**src/rtl/opcode_issue_ctrl.sv**
```systemverilog
// opcode_issue_ctrl: parity-checked opcode/data issue controller.
// Accepts one transaction in IDLE, checks it for one cycle in CHECK, then
// either issues it downstream (ISSUE, valid/ready handshake) or drops it
// (REJECT, one-cycle error pulse, sticky flag, saturating counter).
// Optional macro X_CHECK_EN (simulation only): additionally rejects a
// transaction whose held opcode/data contain X or Z bits and reports them.
module opcode_issue_ctrl #(
    parameter int OPCODE_W = 8,
    parameter int DATA_W   = 8,
    parameter int CNT_W    = 8
) (
    input  logic                clk,
    input  logic                rst_n,
    input  logic                in_valid,
    output logic                in_ready,
    input  logic [OPCODE_W-1:0] in_opcode,
    input  logic [DATA_W-1:0]   in_data,
    input  logic                in_parity,
    output logic                out_valid,
    input  logic                out_ready,
    output logic [OPCODE_W-1:0] out_opcode,
    output logic [DATA_W-1:0]   out_data,
    output logic                err_pulse,
    output logic                err_sticky,
    output logic [CNT_W-1:0]    err_cnt,
    input  logic                err_clr
);

    typedef enum logic [1:0] {
        S_IDLE   = 2'd0,
        S_CHECK  = 2'd1,
        S_ISSUE  = 2'd2,
        S_REJECT = 2'd3
    } state_t;

    state_t                r_state;
    logic [OPCODE_W-1:0]   r_opcode_q;
    logic [DATA_W-1:0]     r_data_q;
    logic                  r_parity_q;
    logic [OPCODE_W-1:0]   r_out_opcode;
    logic [DATA_W-1:0]     r_out_data;
    logic                  r_err_sticky;
    logic [CNT_W-1:0]      r_err_cnt;

    logic [OPCODE_W+DATA_W-1:0] w_hold;
    logic                       w_parity_fail;
    logic                       w_x_fail;
    logic                       w_reject;

    assign w_hold        = {r_opcode_q, r_data_q};
    // Even parity: XOR of payload and parity bit must be zero for a good transaction.
    assign w_parity_fail = (^w_hold) ^ r_parity_q;

`ifdef X_CHECK_EN
    // Any X/Z bit makes (v ^ ~v) differ from all-ones; case inequality catches it.
    assign w_x_fail = ((w_hold ^ ~w_hold) !== {(OPCODE_W+DATA_W){1'b1}});
`else
    assign w_x_fail = 1'b0;
`endif

    assign w_reject = w_parity_fail | w_x_fail;

    // Handshake and error pulse are decoded straight from the state register.
    assign in_ready   = (r_state == S_IDLE);
    assign out_valid  = (r_state == S_ISSUE);
    assign err_pulse  = (r_state == S_REJECT);
    assign out_opcode = r_out_opcode;
    assign out_data   = r_out_data;
    assign err_sticky = r_err_sticky;
    assign err_cnt    = r_err_cnt;

    // Control FSM, holding/output registers and error bookkeeping.
    always_ff @(posedge clk or negedge rst_n) begin
        if (!rst_n) begin
            r_state      <= S_IDLE;
            r_opcode_q   <= '0;
            r_data_q     <= '0;
            r_parity_q   <= 1'b0;
            r_out_opcode <= '0;
            r_out_data   <= '0;
            r_err_sticky <= 1'b0;
            r_err_cnt    <= '0;
        end else begin
            case (r_state)
                S_IDLE: begin
                    if (in_valid) begin
                        r_opcode_q <= in_opcode;
                        r_data_q   <= in_data;
                        r_parity_q <= in_parity;
                        r_state    <= S_CHECK;
                    end
                end
                S_CHECK: begin
                    if (w_reject) begin
                        r_state <= S_REJECT;
                    end else begin
                        // Output payload is copied once so it stays frozen during a stall
                        // and keeps its last value while idle.
                        r_out_opcode <= r_opcode_q;
                        r_out_data   <= r_data_q;
                        r_state      <= S_ISSUE;
                    end
                end
                S_ISSUE: begin
                    if (out_ready) begin
                        r_state <= S_IDLE;
                    end
                end
                S_REJECT: begin
                    r_state <= S_IDLE;
                end
                default: begin
                    r_state <= S_IDLE;
                end
            endcase

            // Clear has priority over a coincident rejection.
            if (err_clr) begin
                r_err_sticky <= 1'b0;
                r_err_cnt    <= '0;
            end else if (r_state == S_REJECT) begin
                r_err_sticky <= 1'b1;
                if (r_err_cnt != {CNT_W{1'b1}}) begin
                    r_err_cnt <= r_err_cnt + CNT_W'(1);
                end
            end
        end
    end

`ifdef X_CHECK_EN
    // Report payloads rejected for unknown bits.
    always_ff @(posedge clk) begin
        if (rst_n && (r_state == S_CHECK) && w_x_fail) begin
            $display("opcode_issue_ctrl: X/Z payload rejected opcode=%b data=%b",
                     r_opcode_q, r_data_q);
        end
    end
`endif

endmodule

```
**config.mk**
```make
export PLATFORM = sky130hd
export DESIGN_NAME = opcode_issue_ctrl
export DESIGN_NICKNAME = d
export VERILOG_FILES = /design/src/rtl/opcode_issue_ctrl.sv
export SDC_FILE = /design/constraint.sdc
export NUM_CORES = 1
export LEC_CHECK = 0
export CORE_UTILIZATION = 35
export DETAILED_ROUTE_END_ITERATION = 6
export SYNTH_ARGS = -nofsm -noshare
export SYNTH_HDL_FRONTEND = slang
export SYNTH_SLANG_ARGS = --single-unit
```
**constraint.sdc**
```tcl
create_clock -name clk -period 2.8 [get_ports clk]
set_input_delay 0.56 -clock clk [delete_from_list [all_inputs] [get_ports clk]]
set_output_delay 0.56 -clock clk [all_outputs]
set_load 0.01 [all_outputs]
```
==> impl_results.md <==
- Worst-Margin Slew: 0.974 ns
- Library cell with the largest summed area after synthesis: dfrtp_1
- Setup slack on the worst flop-to-flop path: 0.61 ns
- Startpoint kind of the worst setup timing path: register
- Fraction of final layout cells with drive strength greater than 1: 0.229
- RSZ-0062 raised after global routing: no
- Area added between synthesis and finish: 32.4%
- Routability congestion estimate from global placement: 0.765
- Logic depth of the worst register-to-register path: 5
- Slowest CP cell: xnor3_2
- Max-capacitance violation count: 0
- R2r endpoint: out_opcode[0]
- CP Max Fanout: 16
- Routed wire per std cell: 14.7 microns
- Total I/O pin count: 50
- Number of vias per cell: 4.70
- Top cells by instance count after synthesis: dfrtp_1 (44), mux2_2 (23), nor2_1 (14)
- Worst relative slew slack: 0.351
- Worst VDD drop: 624 uV
- Clock transition time at the flip-flop clock pins of the worst setup and hold paths: 0.07 ns
- Kind of cell adding the most delay to the critical path: XOR/XNOR gates
- Effective utilization at floorplan: 0.375
- DP Area: 0.00253 sq mm
- Worst path bufs/invs: 0
- First-pass iteration count of the detailed router: 2
- HPWL after DPL: 2810 microns
- Total wire length: 3860 microns
- Number of hold violations in the final report: 0
- Syn Std Cell Area: 0.00197 sq mm
- Worst min path class: input pin to async pin
- Synth Flop Type: dfrtp_1
- Sum of overflow across all layers after global routing: 0
- Number of buffers added by the clock tree synthesis step: 5
- Result of the run: complete, no violations
- Crit path arrival time: 2.37 ns
- Horizontal extent of the die: 77.1 microns
- Worst-path cell chain: xor2_1 -> xnor3_1 -> xnor3_2 -> nand3b_4 -> mux2_2
- Peak-usage layer in the global routing report: met2
- Antenna violations before repair: 0
- Syn Nets: 162
- Overall Global Routing Usage: 0.145
- Share of the synthesized area in the top cell type: 0.558
- Async set or reset register ratio after synthesis: 1.00
- Post-Syn Area per Cell: 14.2 sq um
- Minimum clock period after layout: 2.19 ns
- Final critical-path share of the clock period: 0.783
- Final core occ: 0.496
- Largest cells by area after synthesis: dfrtp_1 (56%), mux2_2 (13%), mux2_4 (7.6%)
- Row count: 26
- Number of instances resized during post-cts repair: 0
- Vias after detailed routing: 1231
- Port buffer count: 49
- Number of enable-type register cells in the synthesized netlist: 0
- Start-to-end type of the worst setup path: register to register
- Number of warning messages in the yosys log: 0
- Number of register bits inferred by synthesis: 44
- Final setup skew: 0.00673 ns
- Synthesized instance count: 139
- Clock buffer depth: 2
- Clock network latency to the later pin of the worst-skew pair: 0.30 ns
- Total power: 3.82 mW
- Sinks on the clock net: 44
- Delay of the slowest cell on the worst path: 0.42 ns
- P_leak: 1.14 nW
- Die Outline Area: 0.00595 sq mm
- Hold buffer count at CTS: 0
- Detailed Route Iter0 Violations: 29
- F_max: 0.456 GHz
- Critical path data required time: 2.98 ns
- Number of max-slew violations in the final report: 0
- RR Startpoint: r_opcode_q[2]
- Power per standard cell area: 1460 mW/mm^2
- Grt met2 use: 0.219
- First-pass GRT wire length: 6630 microns
- Cell at the root of the clock tree: clkbuf_8
- Final hold slack: 0.418 ns
- Layout Cell Area excl Fill: 0.00261 sq mm
- Chip height: 77.1 microns
- Antenna diodes: 0
- Unique cell type count in the Yosys netlist: 27
- Vias in the first global route: 1334
- Setup fix buffers added after clock tree synthesis: 0
- Sequential-to-total area share from yosys stat: 0.558
- Remaining design rule violation count: 0
- Net total in the final layout: 215
- Pin count of the biggest net entering global routing: 45
- Final-report setup violation count: 0
- Critical Path End Type: register
- Deepest level of the CTS H-tree: 2
- Antenna-violating nets left: 0
- Floorplan Core Area: 0.00527 sq mm
- TritonCTS clock tree: built
- M3 GR Usage: 0.0452
- Setup Total Neg Slack: 0 ns
- Top-count cell post-synth: dfrtp_1
- Global routing usage on met1: 0.195
sequential cells by signal, indices dropped and copies added, names as in the netlist:
register	cells
out_data	8
r_state	2
r_parity_q	1
err_cnt	8
err_sticky	1
r_data_q	8
r_opcode_q	8
out_opcode	8
final cells by class:
cell class	count	area [sq um]
inverters	3	11.3
well taps	70	87.6
flip-flops and latches	44	1100
clock buffers	5	68.8
clock inverters	2	12.5
fillers	487	2660
multi-input cells	88	840
repair buffers	50	493
cells by family (layout without fill, tap and decap cells):
kind of cell / after synthesis / in the layout / share of synthesized area
compound gates: 5 / 5 / 0.0190
flops: 44 / 44 / 0.558
fa+ha+maj: 1 / 1 / 0.00634
mux: 35 / 35 / 0.217
xor+xnor: 17 / 17 / 0.104
buf+inv: 7 / 60 / 0.0171
simple gates: 30 / 30 / 0.0786
per-stage QoR:
stage	instances	worst slack [ns]
final	262	0.609
after global routing	262	0.525
after CTS	262	0.590
after detailed placement	255	0.604
after global placement	255	0.664
after floorplan	139	0.756
cells in the final DEF (no fill, tap or decap):
cell type and instances:
nand3b_4 1, xor2_1 2, mux2_4 10, inv_1 3, nor2b_1 1, and3_1 2
and2_1 3, clkdlybuf4s50_1 48, mux2i_1 2, clkinv_2 1, clkbuf_8 5, nand3_1 1
buf_2 1, o31a_1 1, o211ai_1 1, nand2b_1 2, dfrtp_1 44, xnor3_1 3
o32ai_1 1, buf_4 1, nand2_1 4, xnor3_2 1, clkinvlp_4 1, o21bai_1 1
mux2_2 23, nand4_1 2, o21ai_0 1, xnor2_1 11, ha_1 1, nor2_1 14
where the power goes:
group,switching [mW],internal [mW]
Combinational,0.809,1.48
Clock,0.208,0.169
Sequential,0.218,0.933
Total,1.24,2.58
metal layers:
layer  up-vias  wire length (microns)
li1        578                      -
met1       611                   1810
met2        38                   1820
met3         4                    196
met4         0                     38
met5         -                      0
how the worst max path moves through the flow:
stage,startpoint,to,cells past startpoint
floorplan,r_opcode_q[2],out_data[0],6
global placement,r_opcode_q[2],out_opcode[1],5
detailed placement,r_opcode_q[2],out_data[2],5
CTS,r_opcode_q[2],out_opcode[0],5
global route,r_opcode_q[2],out_opcode[6],5
finish,r_opcode_q[2],out_opcode[0],5
No activity file was read; power rests on OpenSTA's default activity.
